File: src/rtl/keypad_pkg.sv
// Shared constants, types and key map for the 4x4 keypad scanner.
package keypad_pkg;

   localparam logic [3:0] ROW0 = 4'b1110;
   localparam logic [3:0] ROW1 = 4'b1101;
   localparam logic [3:0] ROW2 = 4'b1011;
   localparam logic [3:0] ROW3 = 4'b0111;

   typedef enum logic [1:0] {
      FR_NONE,
      FR_SINGLE,
      FR_MULTI
   } frame_result_e;

   // Code is kept at zero for NONE/MULTI so whole-struct compares work.
   typedef struct packed {
      frame_result_e kind;
      logic [3:0]    code;
   } frame_res_t;

   function automatic logic [3:0] row_drive(input logic [1:0] row_idx);
      logic [3:0] drive;
      unique case (row_idx)
         2'd0:    drive = ROW0;
         2'd1:    drive = ROW1;
         2'd2:    drive = ROW2;
         default: drive = ROW3;
      endcase
      return drive;
   endfunction

   function automatic logic [3:0] key_map(input logic [1:0] row_idx, input logic [1:0] col_idx);
      logic [3:0] code;
      unique case ({row_idx, col_idx})
         4'b00_00: code = 4'h7;
         4'b00_01: code = 4'h4;
         4'b00_10: code = 4'h1;
         4'b00_11: code = 4'h0;
         4'b01_00: code = 4'h8;
         4'b01_01: code = 4'h5;
         4'b01_10: code = 4'h2;
         4'b01_11: code = 4'hA;
         4'b10_00: code = 4'h9;
         4'b10_01: code = 4'h6;
         4'b10_10: code = 4'h3;
         4'b10_11: code = 4'hB;
         4'b11_00: code = 4'hC;
         4'b11_01: code = 4'hD;
         4'b11_10: code = 4'hE;
         default:  code = 4'hF;
      endcase
      return code;
   endfunction

endpackage

File: src/rtl/keypad_col_sync.sv
// Two-flop synchronizer for the active-low keypad column sense lines.
module keypad_col_sync (
   input  logic       clk_in,
   input  logic       reset,
   input  logic [3:0] col_raw,
   output logic [3:0] col_sync
);

   logic [3:0] meta_q;
   logic [3:0] sync_q;

   // Reset to all-high: no key seen until real samples arrive.
   always_ff @(posedge clk_in or negedge reset) begin
      if (!reset) begin
         meta_q <= 4'hF;
         sync_q <= 4'hF;
      end else begin
         meta_q <= col_raw;
         sync_q <= meta_q;
      end
   end

   assign col_sync = sync_q;

endmodule

File: src/rtl/keypad_scan_debounce.sv
// 4x4 keypad row scanner with per-frame multi-key rejection and multi-frame debounce.
module keypad_scan_debounce
   import keypad_pkg::*;
#(
   parameter int unsigned SCAN_DIV       = 25000,
   parameter int unsigned DEBOUNCE_SCANS = 4
) (
   input  logic       clk_in,
   input  logic       reset,
   input  logic [3:0] keypad_col,
   output logic [3:0] keypad_row,
   output logic [3:0] key_code,
   output logic       key_valid,
   output logic       key_held
);

   localparam int unsigned DivW  = $clog2(SCAN_DIV);
   localparam int unsigned StabW = $clog2(DEBOUNCE_SCANS + 1);
   localparam logic [DivW-1:0]  DwellLast = DivW'(SCAN_DIV - 1);
   localparam logic [StabW-1:0] StabMax   = StabW'(DEBOUNCE_SCANS);

   logic [3:0]       col_sync;
   logic [DivW-1:0]  dwell_q, dwell_d;
   logic [1:0]       row_idx_q, row_idx_d;
   logic [1:0]       acc_cnt_q, acc_cnt_d;
   logic [3:0]       acc_code_q, acc_code_d;
   frame_res_t       prev_q, prev_d;
   logic [StabW-1:0] stable_q, stable_d;
   logic [3:0]       key_code_q, key_code_d;
   logic             key_held_q, key_held_d;
   logic             key_valid_q, key_valid_d;

   logic             sample;
   logic             frame_end;
   logic [3:0]       col_low;
   logic [2:0]       n_low;
   logic [1:0]       low_idx;
   logic [1:0]       row_cnt;
   logic [2:0]       acc_sum;
   logic [1:0]       merged_cnt;
   logic [3:0]       merged_code;
   frame_res_t       res;
   logic [StabW-1:0] stable_inc;
   logic [StabW-1:0] stable_next;
   logic             stable_full;

   keypad_col_sync u_col_sync (
      .clk_in   (clk_in),
      .reset    (reset),
      .col_raw  (keypad_col),
      .col_sync (col_sync)
   );

   assign sample    = (dwell_q == DwellLast);
   assign frame_end = sample && (row_idx_q == 2'd3);

   // Classify the current row sample.
   always_comb begin
      col_low = ~col_sync;
      n_low   = {2'b0, col_low[0]} + {2'b0, col_low[1]} + {2'b0, col_low[2]} + {2'b0, col_low[3]};
      low_idx = 2'd0;
      for (int c = 0; c < 4; c++) begin
         if (col_low[c]) begin
            low_idx = 2'(c);
         end
      end
      row_cnt = (n_low >= 3'd2) ? 2'd2 : n_low[1:0];
   end

   // Fold the sample into the frame accumulator (saturating at 2 = MULTI).
   always_comb begin
      acc_sum     = {1'b0, acc_cnt_q} + {1'b0, row_cnt};
      merged_cnt  = (acc_sum >= 3'd2) ? 2'd2 : acc_sum[1:0];
      merged_code = (n_low == 3'd1) ? key_map(row_idx_q, low_idx) : acc_code_q;
   end

   always_comb begin
      res.kind = FR_NONE;
      res.code = 4'h0;
      unique case (merged_cnt)
         2'd0: res.kind = FR_NONE;
         2'd1: begin
            res.kind = FR_SINGLE;
            res.code = merged_code;
         end
         default: res.kind = FR_MULTI;
      endcase
   end

   always_comb begin
      stable_inc  = (stable_q == StabMax) ? stable_q : stable_q + StabW'(1);
      stable_next = (res == prev_q) ? stable_inc : StabW'(1);
      stable_full = (stable_next == StabMax);
   end

   always_comb begin
      dwell_d     = dwell_q + DivW'(1);
      row_idx_d   = row_idx_q;
      acc_cnt_d   = acc_cnt_q;
      acc_code_d  = acc_code_q;
      prev_d      = prev_q;
      stable_d    = stable_q;
      key_code_d  = key_code_q;
      key_held_d  = key_held_q;
      key_valid_d = 1'b0;

      if (sample) begin
         dwell_d    = '0;
         row_idx_d  = row_idx_q + 2'd1;
         acc_cnt_d  = merged_cnt;
         acc_code_d = merged_code;
      end

      if (frame_end) begin
         acc_cnt_d  = 2'd0;
         acc_code_d = 4'h0;
         prev_d     = res;
         stable_d   = stable_next;
         // A held key (or a direct change to another key) must see an accepted NONE first.
         if (stable_full) begin
            if (res.kind == FR_SINGLE && !key_held_q) begin
               key_code_d  = res.code;
               key_held_d  = 1'b1;
               key_valid_d = 1'b1;
            end else if (res.kind == FR_NONE) begin
               key_held_d = 1'b0;
            end
         end
      end
   end

   always_ff @(posedge clk_in or negedge reset) begin
      if (!reset) begin
         dwell_q     <= '0;
         row_idx_q   <= 2'd0;
         acc_cnt_q   <= 2'd0;
         acc_code_q  <= 4'h0;
         prev_q      <= '{kind: FR_NONE, code: 4'h0};
         stable_q    <= '0;
         key_code_q  <= 4'h0;
         key_held_q  <= 1'b0;
         key_valid_q <= 1'b0;
      end else begin
         dwell_q     <= dwell_d;
         row_idx_q   <= row_idx_d;
         acc_cnt_q   <= acc_cnt_d;
         acc_code_q  <= acc_code_d;
         prev_q      <= prev_d;
         stable_q    <= stable_d;
         key_code_q  <= key_code_d;
         key_held_q  <= key_held_d;
         key_valid_q <= key_valid_d;
      end
   end

   assign keypad_row = row_drive(row_idx_q);
   assign key_code   = key_code_q;
   assign key_held   = key_held_q;
   assign key_valid  = key_valid_q;

endmodule

File: config.mk
export PLATFORM = sky130hd
export DESIGN_NAME = keypad_scan_debounce
export DESIGN_NICKNAME = d
export VERILOG_FILES = /design/src/rtl/keypad_pkg.sv /design/src/rtl/keypad_col_sync.sv /design/src/rtl/keypad_scan_debounce.sv
export SDC_FILE = /design/constraint.sdc
export NUM_CORES = 1
export LEC_CHECK = 0
export ABC_CLOCK_PERIOD_IN_PS = 3500
export CAP_MARGIN = 20
export CELL_PAD_IN_SITES_DETAIL_PLACEMENT = 1
export CELL_PAD_IN_SITES_GLOBAL_PLACEMENT = 2
export CORE_MARGIN = 2
export CORE_UTILIZATION = 30
export CTS_CLUSTER_SIZE = 24
export DETAILED_ROUTE_END_ITERATION = 10
export PLACE_DENSITY_LB_ADDON = 0.25
export SLEW_MARGIN = 20
export SYNTH_ARGS = -nofsm -noshare
export SYNTH_HDL_FRONTEND = slang
export SYNTH_SLANG_ARGS = --single-unit
File: constraint.sdc
create_clock -name clk_in -period 3.5 [get_ports clk_in]
set_input_delay 1.05 -clock clk_in [delete_from_list [all_inputs] [get_ports clk_in]]
set_output_delay 1.05 -clock clk_in [all_outputs]
set_load 0.1 [all_outputs]
**Yosys cells after proc, flatten, opt, wreduce, memory -nomap -nowiden**

Memory sizes are Yosys's and may differ from the RTL's.
Cells that the tools add are included.

- Input port bits: 6
- Memories kept: 1
- Bits in registers: 46
- Logic and storage cells: 64
- ROM bits: 64

- Reductions and logical operators: 10
- Equal/unequal tests: 10
- Add/subtract/negate cells: 7
- Magnitude comparators: 2
- Multiplexer cells: 21
- Bitwise logic cells: 1

Memories:

| name | words | width | read ports | clocked after memory_dff | write ports | line | source |
|---|---|---|---|---|---|---|---|
| (name not given) | 16 | 4 | 1 | 0 | 0 | keypad_pkg.sv:34 | `unique case ({row_idx, col_idx})` |

Operators with widths:

| kind | number |
|---|---|
| $mux 4 | 4 |
| $add 15x1->15 const B | 1 |
| $eq 15x15->1 const B | 1 |
| $mux 15 | 1 |
| $mux 2 | 6 |
| $pmux 4 s3 | 1 |
| $eq 2x1->1 const B | 3 |
| $eq 3x3->1 const B | 2 |
| $eq 6x6->1 | 1 |
| $ge 3x2->1 const B | 2 |
| $logic_not 2->1 | 3 |
| $mux 1 | 6 |
| $mux 3 | 2 |
| $reduce_and 3->1 | 2 |
| $eq 2x2->1 const B | 2 |
| $not 4->4 | 1 |
| $pmux 2 s2 | 1 |
| $reduce_bool 2->1 | 2 |
| $add 2x1->3 | 1 |
| $add 2x2->3 | 1 |
| $add 3x1->3 | 1 |
| $add 3x1->3 const B | 1 |
| $eq 3x1->1 const B | 1 |
| $add 1x1->2 | 1 |
| 3 further kinds | 4 |

**Logic depth before layout (Yosys ltp)**

Gate-level depths: netlist (run 1).

- Word-level depth: 16
- Depth in mapped cells: 16
- Depth with buffers taken out: 16

**Hierarchy**

From an unflattened synthesis (run 1), not the netlist that was laid out.

- Cell total of the unflattened synthesis: 242
- Area total of the unflattened synthesis: 2492.4 um2

By module, submodules not included:

| module | cells an instance | times used | area each (um2) |
|---|---|---|---|
| keypad_scan_debounce | 234 | 1 | 2282.2 |
| keypad_col_sync | 8 | 1 | 210.2 |

**Worst setup path after synthesis (run 1)**

No wires, ideal clock.

- Path type: register to register
- Start point: register u_col_sync.sync_q[3] (netlist: u_col_sync.col_sync[3])
- End point: register key_code_q[0] (netlist: key_code[0])
- Arrival time: 3595 ps
- Clock period less this slack: 3721 ps
- Buffers on the path: 0
- Cell stages (with the launch flop): 16
- Data required time: 3374 ps
- Setup slack: -221 ps
- Cell sequence: dfstp_2 -> fa_1 -> inv_1 -> ha_1 -> inv_1 -> ha_1 -> and2_2 -> ha_1 -> inv_1 -> fa_1 -> and3_1 -> nand2_1 -> xor2_1 -> nand4_1 -> nor3_4 -> mux2_4

- Cells in the longest elaborated chain, start to end: 13
- Elaborated cells between the ends (all ways): 21
- Those cells by class: add/sub: 2; order compare: 2; eq/ne: 5; mux: 7; bitwise: 1; reduce/logical: 3; memory: 1

RTL lines:

| element | line | source |
|---|---|---|
| start: declaration | keypad_col_sync.sv:10 | `logic [3:0] sync_q;` |
| start signal: assignment | keypad_col_sync.sv:19 | `sync_q <= meta_q;` |
| $not 4->4 (*) | keypad_scan_debounce.sv:59 | `col_low = ~col_sync;` |
| $add 3x1->3 | keypad_scan_debounce.sv:60 | `n_low = {2'b0, col_low[0]} + {2'b0, col_low[1]} + {2'b0, col_low[2]} + {2'b0, col_low[3]};` |
| $ge 3x2->1 | keypad_scan_debounce.sv:67 | `row_cnt = (n_low >= 3'd2) ? 2'd2 : n_low[1:0];` |
| $mux 2 | keypad_scan_debounce.sv:67 |  |
| $add 2x2->3 | keypad_scan_debounce.sv:72 | `acc_sum = {1'b0, acc_cnt_q} + {1'b0, row_cnt};` |
| $ge 3x2->1 | keypad_scan_debounce.sv:73 | `merged_cnt = (acc_sum >= 3'd2) ? 2'd2 : acc_sum[1:0];` |
| $mux 2 | keypad_scan_debounce.sv:73 |  |
| $eq 2x1->1 / $logic_not 2->1 (equally long branches) | keypad_scan_debounce.sv:80 | `unique case (merged_cnt)` |
| $pmux 2 s2 / $mux 4 (equally long branches) | keypad_scan_debounce.sv:80 |  |
| $eq 6x6->1 | keypad_scan_debounce.sv:92 | `stable_next = (res == prev_q) ? stable_inc : StabW'(1);` |
| $mux 3 | keypad_scan_debounce.sv:92 |  |
| $eq 3x3->1 | keypad_scan_debounce.sv:93 | `stable_full = (stable_next == StabMax);` |
| $reduce_and 3->1 (no line) | -- |  |
| end signal: assignment | keypad_scan_debounce.sv:150 | `key_code_q <= key_code_d;` |
| end: declaration | keypad_scan_debounce.sv:29 | `logic [3:0] key_code_q, key_code_d;` |

Every way passes the cells marked *; elsewhere a longest branch is shown, timed or not.
A chain may end at the register's enable or synchronous reset.

**Worst setup path in the final report (run 1)**

- Start point: register u_col_sync.sync_q[1] (netlist: u_col_sync.col_sync[1])
- End point: register key_code_q[1] (netlist: key_code[1])

- Cells in the longest elaborated chain, start to end: 15
- Elaborated cells between the ends (all ways): 25
- Those cells by class: add/sub: 4; order compare: 2; eq/ne: 5; mux: 9; bitwise: 1; reduce/logical: 3; memory: 1

RTL lines:

| element | line |
|---|---|
| $not 4->4 (*) | keypad_scan_debounce.sv:59 |
| $add 1x1->2 | keypad_scan_debounce.sv:60 |
| $add 2x1->3 | keypad_scan_debounce.sv:60 |
| $add 3x1->3 | keypad_scan_debounce.sv:60 |
| $ge 3x2->1 | keypad_scan_debounce.sv:67 |
| $mux 2 | keypad_scan_debounce.sv:67 |
| $add 2x2->3 | keypad_scan_debounce.sv:72 |
| $ge 3x2->1 | keypad_scan_debounce.sv:73 |
| $mux 2 | keypad_scan_debounce.sv:73 |
| $eq 2x1->1 / $logic_not 2->1 (equally long branches) | keypad_scan_debounce.sv:80 |
| $pmux 2 s2 / $mux 4 (equally long branches) | keypad_scan_debounce.sv:80 |
| $eq 6x6->1 | keypad_scan_debounce.sv:92 |
| $mux 3 | keypad_scan_debounce.sv:92 |
| $eq 3x3->1 | keypad_scan_debounce.sv:93 |
| $reduce_and 3->1 (no line) | -- |

Marked as above.

==> flow_metrics.py, run 1 <==
metrics = {
    "worst_setup_path": {
        "crit_path_end_kind": "flop",
        "cpLargestDelayFamily": "adder cells",
        "worstPathCellList": "fa_1 -> inv_1 -> ha_2 -> inv_2 -> ha_4 -> nor2b_2 -> fa_1 -> and3_4 -> or2_4 -> a21bo_2 -> nand4_1 -> nor3_4 -> buf_6 -> mux2_4",
        "startpoint_type": "flop",
        "path_max_fanout": 4,
        "cp_slowest_cell": "dfstp_2",
        "worst_path_largest_cell_delay_ns": 0.54,
        "crit_buf_inv": 3,
        "crit_type": "flop to flop",
        "worstPathArrival_ns": 3.79,
        "path_common_cell": "fa_1",
        "critPathRequiredTime_ns": 3.69,
    },
    "synth": {
        "synthesis.nets": 256,
        "synth_top_area_share": 0.3880,
        "synth_edf_count": 0,
        "synth_ff_type": "dfrtp_1",
        "yosysTopAreaCell": "dfrtp_1",
        "yosysWarnings": 0,
        "ys_seq_area_frac": 0.4737,
        "async_flop_share": 1.000,
        "synth-seq-cells": 46,
        "synth.top_cells.by_area": "dfrtp_1, dfstp_2, ha_1, nand2_1, xor2_1",
        "avgSynthCellArea_um2": 10.43,
        "synth_cell_type_count": 55,
        "synthCells": 235,
        "synth_area_um2": 2451,
    },
    "clock_network": {
        "clk_latency_ns": 0.31,
        "h-tree-depth": 2,
        "cts_inserted_buffers": 5,
        "cts_tree": "built",
        "clock-sinks": 46,
        "postCtsHoldBufs": 0,
        "cts-root-buf": "clkbuf_8",
        "clockBufferDepth": 2,
        "clk_pin_slew_ns": 0.08,
    },
    "timing": {
        "finalSetupTns_ns": -0.5118,
        "fin_skew_ns": 0.01171,
        "hold_viol": 0,
        "tightest_slew_ns": 0.6027,
        "max_freq_mhz": 277.5,
        "final.period_utilization": 1.029,
        "setup_viol": 6,
        "rsz0062_at_grt": "true",
        "min_period_ns": 3.603,
        "slew_viol_final": 0,
        "worst_slew_margin_rel": 0.5982,
        "whs_ns": 0.3614,
        "fin_ws_ns": -0.1030,
    },
    "job": {
        "drv_cap": 0,
    },
    "global_routing": {
        "grt_remaining_overflow": 0,
        "grtUsageTotal": 0.1410,
        "grt_pass1_vias": 1918,
        "grt_max_degree": 47,
        "grt_pass1_wl_um": 9597,
        "antenna_found_initial": 0,
    },
    "placed_design": {
        "dp_hpwl_um": 4048,
        "port_buffers": 15,
        "gp_congestion": 0.7170,
        "dp_cells": 362,
    },
    "power_and_ir_drop": {
        "p_int_w": 0.0008144,
        "sequentialPowerShare": 0.511,
        "switchingPower_w": 0.0002465,
        "p_per_area_nw_per_um2": 347.4,
        "swShare": 0.2324,
        "combPwrFrac": 0.118,
        "ir_drop_mv": 0.2221,
        "p_leak_nw": 1.450,
        "clkPwrFrac": 0.371,
    },
    "die": {
        "core_um2": 7807,
        "start_util": 0.3139,
        "rows": 32,
        "ios": 16,
        "die_h_um": 94.39,
        "dieArea_um2": 8909,
        "fp.dieW_um": 94.39,
    },
    "cells_and_area": {
        "layout_common_cells": "dfrtp_1, buf_4, nand2_1",
        "area_growth_pct": 24.60,
        "final_common_cell": "dfrtp_1",
        "drive_gt1_frac": 0.2993,
        "instances_no_fill": 376,
        "final.fill_count": 884,
        "final_core_util": 0.3912,
        "diodes": 0,
        "final_nets": 294,
    },
    "detailed_routing": {
        "drtIter0Drc": 67,
        "dr.pass1.iters": 4,
        "drcViolationCount": 0,
        "vias": 1790,
        "ant_nets": 0,
        "totalWireLength_um": 5603,
        "vias_per_cell": 4.761,
        "wl_per_cell_um": 14.90,
    },
    "outcome": {
        "violations": "setup timing",
        "status": "finished, violations left",
    },
    "hold_path": {
        "hold_path.class": "flop to flop",
    },
}
path summary, 6_finish.rpt:
check	startpoint	to	slack, ns	depth (start not counted)
max reg2reg	u_col_sync.col_sync[1]$_DFF_PN1_	key_code[1]$_DFFE_PN0P_	-0.10	14
max	u_col_sync.col_sync[1]$_DFF_PN1_	key_code[1]$_DFFE_PN0P_	-0.10	14
min reg2reg	u_col_sync.meta_q[3]$_DFF_PN1_	u_col_sync.col_sync[3]$_DFF_PN1_	0.36	0
min	u_col_sync.meta_q[3]$_DFF_PN1_	u_col_sync.col_sync[3]$_DFF_PN1_	0.36	0
min in group asynchronous	reset	dwell_q[1]$_DFF_PN0_	0.75	1
max in group asynchronous	reset	acc_code_q[2]$_DFFE_PN0P_	2.34	1
metrics by stage:
stage          instance area [um2]  total power, W  setup WS [ns]
2_1_floorplan                 2492       0.0006140        0.01036
3_3_place_gp                  2824       0.0006617       -0.03379
3_5_place_dp                  2824       0.0006633       -0.09349
4_1_cts                       2985        0.001074       -0.05349
5_1_grt                       3054        0.001116        -0.2172
6_report                      3054        0.001061        -0.1030
final cells by class:
class	count	area, um2	area share
clock inverter	1	30.03	0.009832
clock buffer	7	76.32	0.02499
timing repair buffer	35	284.0	0.09299
sequential	46	1161	0.3802
multi-input combinational	167	1308	0.4281
inverter	18	67.56	0.02212
tap	102	127.6	0.04179
routing by layer:
metal / up-vias / global-route usage / share of wire
met5: - / 0 / 0
met4: 0 / 0.03986 / 0.014
met3: 6 / 0.03591 / 0.024
met2: 11 / 0.2304 / 0.47
met1: 889 / 0.1858 / 0.49
li1: 884 / - / -
state kept, by name, summed over array words and instances (netlist names):
| signal | cells |
|---|---|
| prev_q | 6 |
| key_held | 1 |
| acc_code_q | 4 |
| acc_cnt_q | 2 |
| dwell_q | 15 |
| row_idx_q | 2 |
| stable_q | 3 |
| u_col_sync.meta_q | 4 |
| key_code | 4 |
| u_col_sync.col_sync | 4 |
| key_valid | 1 |
cell usage after synthesis, types with 3 or more instances:
cell,n
nand2b_1,3
nor4_1,3
a21oi_1,5
nand2_1,27
nor2_1,20
mux2_4,4
xnor2_1,6
nand3_1,14
dfrtp_1,38
inv_1,18
ha_1,13
and3_1,3
dfstp_2,8
xor2_1,11
o21ai_0,7
a22o_1,4
timing repair:
action	4_1_cts	5_1_grt
gates resized for setup	6	11
setup endpoints to repair	7	8
pin swaps	2	13
cloned	0	0
setup buffers	4	2
endpoints found under the hold margin	0	0
cells by family after synthesis:
family	count (synthesis)	synth area share
adder cells (fa/ha/maj)	16	0.08678
flip-flops	46	0.4737
AO/OA/AOI/OAI	35	0.1113
AND/OR/NAND/NOR	92	0.1909
multiplexers	7	0.03777
XOR/XNOR	17	0.06074
buffers and inverters	22	0.03879
power by group through the flow:
stage	combinational, W	clock, W	sequential, W
6_report	0.000125	0.000394	0.000542
5_1_grt	0.000137	0.000435	0.000543
4_1_cts	0.000115	0.000417	0.000542
3_5_place_dp	0.000111	0	0.000552
3_3_place_gp	0.000109	0	0.000553
2_1_floorplan	0.0000617	0	0.000552
No activity file was read; power rests on OpenSTA's default activity.
==> run 2, diff against run 1 <==
--- a/config.mk
+++ b/config.mk
@@ -5,8 +5,8 @@
 export SDC_FILE = /design/constraint.sdc
 export NUM_CORES = 1
 export LEC_CHECK = 0
-export ABC_CLOCK_PERIOD_IN_PS = 3500
-export CAP_MARGIN = 20
+export ABC_CLOCK_PERIOD_IN_PS = 3600
+export CAP_MARGIN = 10
 export CELL_PAD_IN_SITES_DETAIL_PLACEMENT = 1
 export CELL_PAD_IN_SITES_GLOBAL_PLACEMENT = 2
 export CORE_MARGIN = 2
@@ -14,6 +14,7 @@
 export CTS_CLUSTER_SIZE = 24
 export DETAILED_ROUTE_END_ITERATION = 10
 export PLACE_DENSITY_LB_ADDON = 0.25
+export RECOVER_POWER = 25
 export SLEW_MARGIN = 20
 export SYNTH_ARGS = -nofsm -noshare
 export SYNTH_HDL_FRONTEND = slang
==> constraint.sdc (replaced) <==
create_clock -name clk_in -period 3.6 [get_ports clk_in]
set_input_delay 1.08 -clock clk_in [delete_from_list [all_inputs] [get_ports clk_in]]
set_output_delay 1.08 -clock clk_in [all_outputs]
set_load 0.1 [all_outputs]
==> run 2 against run 1 <==
  * The run ends with capacitance limit, slew limit left
  * Fmax up 2.3%
  * Wire length down 3.4%
  * Core utilization down 0.51 points
  * Flip-flop and latch count unchanged
  * Register-to-register slack better by 0.18 ns
  * Non-clock buffer count down 2
  * Die area unchanged
  * Sequential share of layout area up 0.51 points
  * Global-route usage down 0.86 points
  * Sequential power down 3%
  * Count of clock-buffer cells in the layout unchanged
  * Critical endpoint is now key_code[3]$_DFFE_PN0P_
==> flow_metrics.py, run 2 (synthesis gave the netlist of run 1 again) <==
metrics = {
    "worst_setup_path": {
        "critPathRequiredTime_ns": 3.79,
        "r2r_setup_slack_ns": 0.08,
        "r2r_end": "key_code[3]$_DFFE_PN0P_",
        "r2r_start": "u_col_sync.col_sync[3]$_DFF_PN1_",
        "startpoint_type": "flop",
        "cp-startpoint": "u_col_sync.col_sync[3]$_DFF_PN1_",
        "crit_type": "flop to flop",
        "path_max_fanout": 5,
        "worstRegToRegCells": 16,
        "crit_path_end_kind": "flop",
        "worstPathArrival_ns": 3.71,
    },
    "cells_and_area": {
        "final_core_util": 0.3861,
        "reg_top3": "dwell_q x15, prev_q x6",
        "largest_reg_flops": 15,
        "seqCellArea_um2": 1161,
        "final_area_um2": 3014,
        "final.fill_count": 892,
        "final_nets": 292,
        "final_common_cell": "dfrtp_1",
        "multi_input_area_um2": 1275,
        "drive_gt1_frac": 0.2904,
        "diodes": 0,
        "layout_common_cells": "dfrtp_1, buf_4, nand2_1",
        "top_register": "dwell_q",
        "area_growth_pct": 22.97,
    },
    "clock_network": {
        "clockBufferDepth": 2,
        "clk_pin_slew_ns": 0.09,
        "clock-sinks": 46,
        "cts_tree": "built",
        "cts-root-buf": "clkbuf_8",
        "h-tree-depth": 2,
        "cts_inserted_buffers": 5,
        "clk_latency_ns": 0.30,
    },
    "placed_design": {
        "dp_hpwl_um": 4011,
        "port_buffers": 15,
        "dpl_cell_area_um2": 2815,
        "gp_congestion": 0.7839,
    },
    "die": {
        "core_um2": 7807,
        "start_util": 0.3139,
        "ios": 16,
        "rows": 32,
        "die_h_um": 94.39,
        "dieArea_um2": 8909,
        "fp.dieW_um": 94.39,
    },
    "detailed_routing": {
        "vias_per_cell": 4.778,
        "ant_nets": 0,
        "drtIter0Drc": 35,
        "totalWireLength_um": 5410,
        "dr.pass1.iters": 4,
        "wl_per_cell_um": 14.47,
        "vias": 1787,
        "drcViolationCount": 0,
    },
    "timing": {
        "max_freq_mhz": 283.8,
        "final.period_utilization": 0.9787,
        "tightest_slew_ns": 2.530,
        "whs_ns": 0.3586,
        "fin_skew_ns": 0.01314,
        "slew_viol_final": 47,
        "min_period_ns": 3.523,
        "setup_viol": 0,
        "rsz0062_at_grt": "true",
        "worst_slew_margin_rel": -0.6869,
        "hold_viol": 0,
        "finalSetupTns_ns": 0,
    },
    "global_routing": {
        "grt_max_degree": 47,
        "grtUsageTotal": 0.1324,
        "grt_pass1_wl_um": 9163,
        "grt_pass1_vias": 1845,
        "grt_remaining_overflow": 0,
        "antenna_found_initial": 0,
    },
    "job": {
        "drv_cap": 1,
    },
    "power_and_ir_drop": {
        "switchingPower_w": 0.0002404,
        "p_int_w": 0.0008109,
        "sequentialPowerShare": 0.501,
        "p_per_area_nw_per_um2": 348.8,
        "p_leak_nw": 1.419,
        "swShare": 0.2287,
        "combPwrFrac": 0.115,
        "ir_drop_mv": 0.1500,
        "clkPwrFrac": 0.384,
    },
    "outcome": {
        "status": "finished, violations left",
        "violations": "capacitance limit, slew limit",
    },
    "hold_path": {
        "hold_path.class": "flop to flop",
        "min_to": "u_col_sync.col_sync[0]$_DFF_PN1_",
        "whs_path_depth": 0,
        "hp-start": "u_col_sync.meta_q[0]$_DFF_PN1_",
    },
}
run 2: cell types whose count changed in the layout (fill, tap and decap cells not counted), moves of 2 or more:
| cell | delta |
|---|---|
| nor3_1 | +2 |
| nor3_2 | -2 |
| nand2_4 | -2 |
| buf_6 | -3 |
| nand2_2 | +2 |
run 2: how the worst max path moves through the flow:
stage / to / slack [ns] / cells past startpoint
detailed placement: key_code[3]$_DFFE_PN0P_ / -0.13 / 12
finish: key_code[3]$_DFFE_PN0P_ / 0.08 / 16
global route: key_code[3]$_DFFE_PN0P_ / -0.1 / 16
CTS: key_code[3]$_DFFE_PN0P_ / 0.003 / 16
global placement: key_held$_DFFE_PN0P_ / -0.07 / 13
floorplan: key_code[0]$_DFFE_PN0P_ / 0.0007 / 15
run 2: power by group through the flow:
stage,Clock (W),Sequential [W],Combinational [W]
after floorplan,0,0.000537,0.0000531
after detailed placement,0,0.000537,0.000106
after CTS,0.000419,0.000527,0.000117
final,0.000404,0.000527,0.000121
after global routing,0.000439,0.000528,0.000134
after global placement,0,0.000537,0.000104
run 2: layout make-up:
cell class	count	share of cell area
multi-input combinational	167	0.4230
sequential	46	0.3852
timing repair buffer	33	0.08842
tap	102	0.04234
clock buffer	7	0.02864
inverter	18	0.02242
clock inverter	1	0.009963
run 2: critical path, stage by stage (launching register included):
cell     delay (ns)
dfstp_2        0.55
fa_1           0.42
inv_2          0.08
ha_4           0.13
inv_2          0.04
ha_4           0.14
and2_4         0.15
ha_2           0.16
inv_2          0.05
fa_1           0.42
and3_4         0.18
buf_4          0.14
o21ai_0        0.14
a22oi_4        0.15
nor3_4         0.24
buf_12         0.14
mux2_4         0.29
run 2: metrics by stage:
stage	worst slack [ns]	std cells	power [W]
global placement	-0.07277	365	0.0006406
floorplan	0.0006704	235	0.0005901
global route	-0.09698	374	0.001100
finish	0.07655	374	0.001051
CTS	0.003173	374	0.001063
detailed placement	-0.1320	365	0.0006428
run 2: per-layer routing:
metal / global-route usage / share of wire / vias to the layer above / wire length [um]
li1: - / - / 875 / -
met1: 0.1836 / 0.48 / 890 / 2604
met2: 0.2137 / 0.48 / 17 / 2616
met3: 0.02394 / 0.025 / 5 / 137
met4: 0.03623 / 0.0094 / 0 / 51
met5: 0 / 0 / - / 0
run 2: what timing repair did:
| action | in CTS | in global routing |
|---|---|---|
| endpoints found under the setup margin | 7 | 8 |
| hold endpoints to repair | 0 | 0 |
| resized for setup | 9 | 8 |
| hold buffers | 0 | 0 |
| setup buffers | 1 | 0 |
| pin swaps | 7 | 7 |
==> run 3, diff against run 2 <==
--- a/config.mk
+++ b/config.mk
@@ -11,10 +11,12 @@
 export CELL_PAD_IN_SITES_GLOBAL_PLACEMENT = 2
 export CORE_MARGIN = 2
 export CORE_UTILIZATION = 30
+export CTS_BUF_LIST = sky130_fd_sc_hd__clkbuf_8
 export CTS_CLUSTER_SIZE = 24
 export DETAILED_ROUTE_END_ITERATION = 10
 export PLACE_DENSITY_LB_ADDON = 0.25
 export RECOVER_POWER = 25
+export SKIP_LAST_GASP = 1
 export SLEW_MARGIN = 20
 export SYNTH_ARGS = -nofsm -noshare
 export SYNTH_HDL_FRONTEND = slang
==> run 3 against run 2 <==
  * The flow still finishes with violations (capacitance limit, slew limit)
  * Clock skew about the same
  * Fmax is essentially flat
  * Sequential share of layout area unchanged
  * Critical path depth unchanged
  * Largest cell class unchanged
==> flow_metrics.py, run 3 (synthesis gave the netlist of run 1 again) <==
metrics = {
    "outcome": {
        "status": "finished, violations left",
        "violations": "capacitance limit, slew limit",
    },
    "worst_setup_path": {
        "crit_path_end_kind": "flop",
        "r2r_setup_slack_ns": 0.08,
        "worstPathArrival_ns": 3.71,
        "r2r_start": "u_col_sync.col_sync[3]$_DFF_PN1_",
        "critPathRequiredTime_ns": 3.79,
        "worst_path_largest_cell_delay_ns": 0.55,
        "path_max_fanout": 5,
        "cp_slowest_cell": "dfstp_2",
        "path_common_cell": "inv_2",
        "worstRegToRegCells": 16,
        "r2r_end": "key_code[3]$_DFFE_PN0P_",
        "worstPathCellList": "fa_1 -> inv_2 -> ha_4 -> inv_2 -> ha_4 -> and2_4 -> ha_2 -> inv_2 -> fa_1 -> and3_4 -> buf_4 -> o21ai_0 -> a22oi_4 -> nor3_4 -> buf_12 -> mux2_4",
        "crit_type": "flop to flop",
        "cpLargestDelayFamily": "adder cells",
        "startpoint_type": "flop",
        "crit_buf_inv": 5,
    },
    "placed_design": {
        "pre_cts_slack_ns": -0.1320,
        "dpl_cell_area_um2": 2815,
        "dp_hpwl_um": 4011,
        "port_buffers": 15,
        "gp_congestion": 0.7839,
    },
    "job": {
        "drv_cap": 1,
    },
    "die": {
        "start_util": 0.3139,
        "dieArea_um2": 8909,
        "die_h_um": 94.39,
        "ios": 16,
        "fp.dieW_um": 94.39,
        "core_um2": 7807,
        "rows": 32,
    },
    "power_and_ir_drop": {
        "ir_drop_mv": 0.1499,
        "p_leak_nw": 1.423,
        "sequentialPowerShare": 0.503,
        "switchingPower_w": 0.0002398,
        "swShare": 0.2288,
        "p_int_w": 0.0008081,
        "p_per_area_nw_per_um2": 347.7,
        "clkPwrFrac": 0.382,
        "combPwrFrac": 0.115,
    },
    "cells_and_area": {
        "largest_reg_flops": 15,
        "final_common_cell": "dfrtp_1",
        "diodes": 0,
        "layout_common_cells": "dfrtp_1, buf_4, nand2_1",
        "final_nets": 292,
        "final_area_um2": 3014,
        "reg_top3": "dwell_q x15, prev_q x6",
        "area_growth_pct": 22.97,
        "drive_gt1_frac": 0.2904,
        "top_register": "dwell_q",
    },
    "clock_network": {
        "cts_inserted_buffers": 5,
        "clock-sinks": 46,
        "clk_latency_ns": 0.30,
        "h-tree-depth": 2,
        "clockBufferDepth": 2,
        "cts-root-buf": "clkbuf_8",
        "cts_tree": "built",
        "clk_pin_slew_ns": 0.09,
        "postCtsHoldBufs": 0,
    },
    "global_routing": {
        "grt_remaining_overflow": 0,
        "grt_pass1_vias": 1845,
        "grt_max_degree": 47,
        "grtUsageTotal": 0.1324,
        "grt_pass1_wl_um": 9163,
        "antenna_found_initial": 0,
    },
    "timing": {
        "slew_viol_final": 47,
        "rsz0062_at_grt": "true",
        "min_period_ns": 3.523,
        "hold_viol": 0,
        "tightest_slew_ns": 2.530,
        "worst_slew_margin_rel": -0.6866,
        "fin_ws_ns": 0.07737,
        "max_freq_mhz": 283.9,
        "setup_viol": 0,
        "final.period_utilization": 0.9785,
        "fin_skew_ns": 0.01343,
    },
    "detailed_routing": {
        "drtIter0Drc": 35,
        "totalWireLength_um": 5412,
        "vias": 1784,
        "drcViolationCount": 0,
        "dr.pass1.iters": 4,
        "wl_per_cell_um": 14.47,
        "vias_per_cell": 4.770,
        "ant_nets": 0,
    },
    "hold_path": {
        "min_to": "u_col_sync.col_sync[0]$_DFF_PN1_",
        "hp-start": "u_col_sync.meta_q[0]$_DFF_PN1_",
        "whs_path_depth": 0,
        "hold_path.class": "flop to flop",
    },
}
run 3: changes by cell type in the layout (fill, tap and decap cells not counted), sizes merged:
cell / before / now
clkbuf: 8 / 7
inv: 18 / 19
run 3: stage by stage:
step / total power (W) / hold slack [ns] / utilization / cells / TNS [ns]
after floorplan: 0.0005901 / 0.3452 / - / 235 / 0
after global placement: 0.0006406 / 0.3466 / 0.3606 / 365 / -0.3473
after detailed placement: 0.0006428 / 0.3482 / 0.3606 / 365 / -0.7081
after CTS: 0.001061 / 0.3604 / 0.3825 / 374 / 0
after global routing: 0.001098 / 0.3646 / 0.3861 / 374 / -0.4125
final: 0.001048 / 0.3586 / 0.3861 / 374 / 0
run 3: power by group through the flow:
stage,Clock [W],Sequential [W],Combinational (W)
6_report,0.000400,0.000527,0.000121
3_3_place_gp,0,0.000537,0.000104
5_1_grt,0.000436,0.000528,0.000134
3_5_place_dp,0,0.000537,0.000106
4_1_cts,0.000417,0.000527,0.000117
2_1_floorplan,0,0.000537,0.0000531
run 3: repair_timing:
action	in CTS	in global routing
pin swaps	7	7
buffers inserted	1	0
setup endpoints to repair	7	8
resized for setup	9	8
hold endpoints to repair	0	0
run 3: worst max-delay path by stage:
stage,to,slack (ns),startpoint,cells past startpoint
2_1_floorplan,key_code[0]$_DFFE_PN0P_,0.0007,u_col_sync.col_sync[3]$_DFF_PN1_,15
3_3_place_gp,key_held$_DFFE_PN0P_,-0.07,u_col_sync.col_sync[1]$_DFF_PN1_,13
3_5_place_dp,key_code[3]$_DFFE_PN0P_,-0.13,u_col_sync.col_sync[1]$_DFF_PN1_,12
4_1_cts,key_code[3]$_DFFE_PN0P_,0.004,u_col_sync.col_sync[1]$_DFF_PN1_,16
5_1_grt,key_code[3]$_DFFE_PN0P_,-0.1,u_col_sync.col_sync[3]$_DFF_PN1_,16
6_report,key_code[3]$_DFFE_PN0P_,0.08,u_col_sync.col_sync[3]$_DFF_PN1_,16
run 3: layout make-up:
class / instances / area [um2]
Tap cell: 102 / 127.6
Clock inverter: 2 / 33.78
Inverter: 18 / 67.56
Multi-Input combinational cell: 167 / 1275
Clock buffer: 6 / 82.58
Timing Repair Buffer: 33 / 266.5
Sequential cell: 46 / 1161
Fill cell: 892 / 4793
run 3: worst reg2reg max path: cells and delay by family (launching register included):
kind,cells,cell delay [ns]
mux,1,0.29
flops,1,0.55
compound gates,2,0.30
fa+ha+maj,5,1.28
simple gates,3,0.57
buf+inv,5,0.46
run 3: routing by layer:
metal	up-vias	wire (um)	GRT usage
met5	-	0	0
met4	0	47	0.03623
met3	4	91	0.02394
met2	12	2623	0.2137
met1	893	2650	0.1836
li1	875	-	-
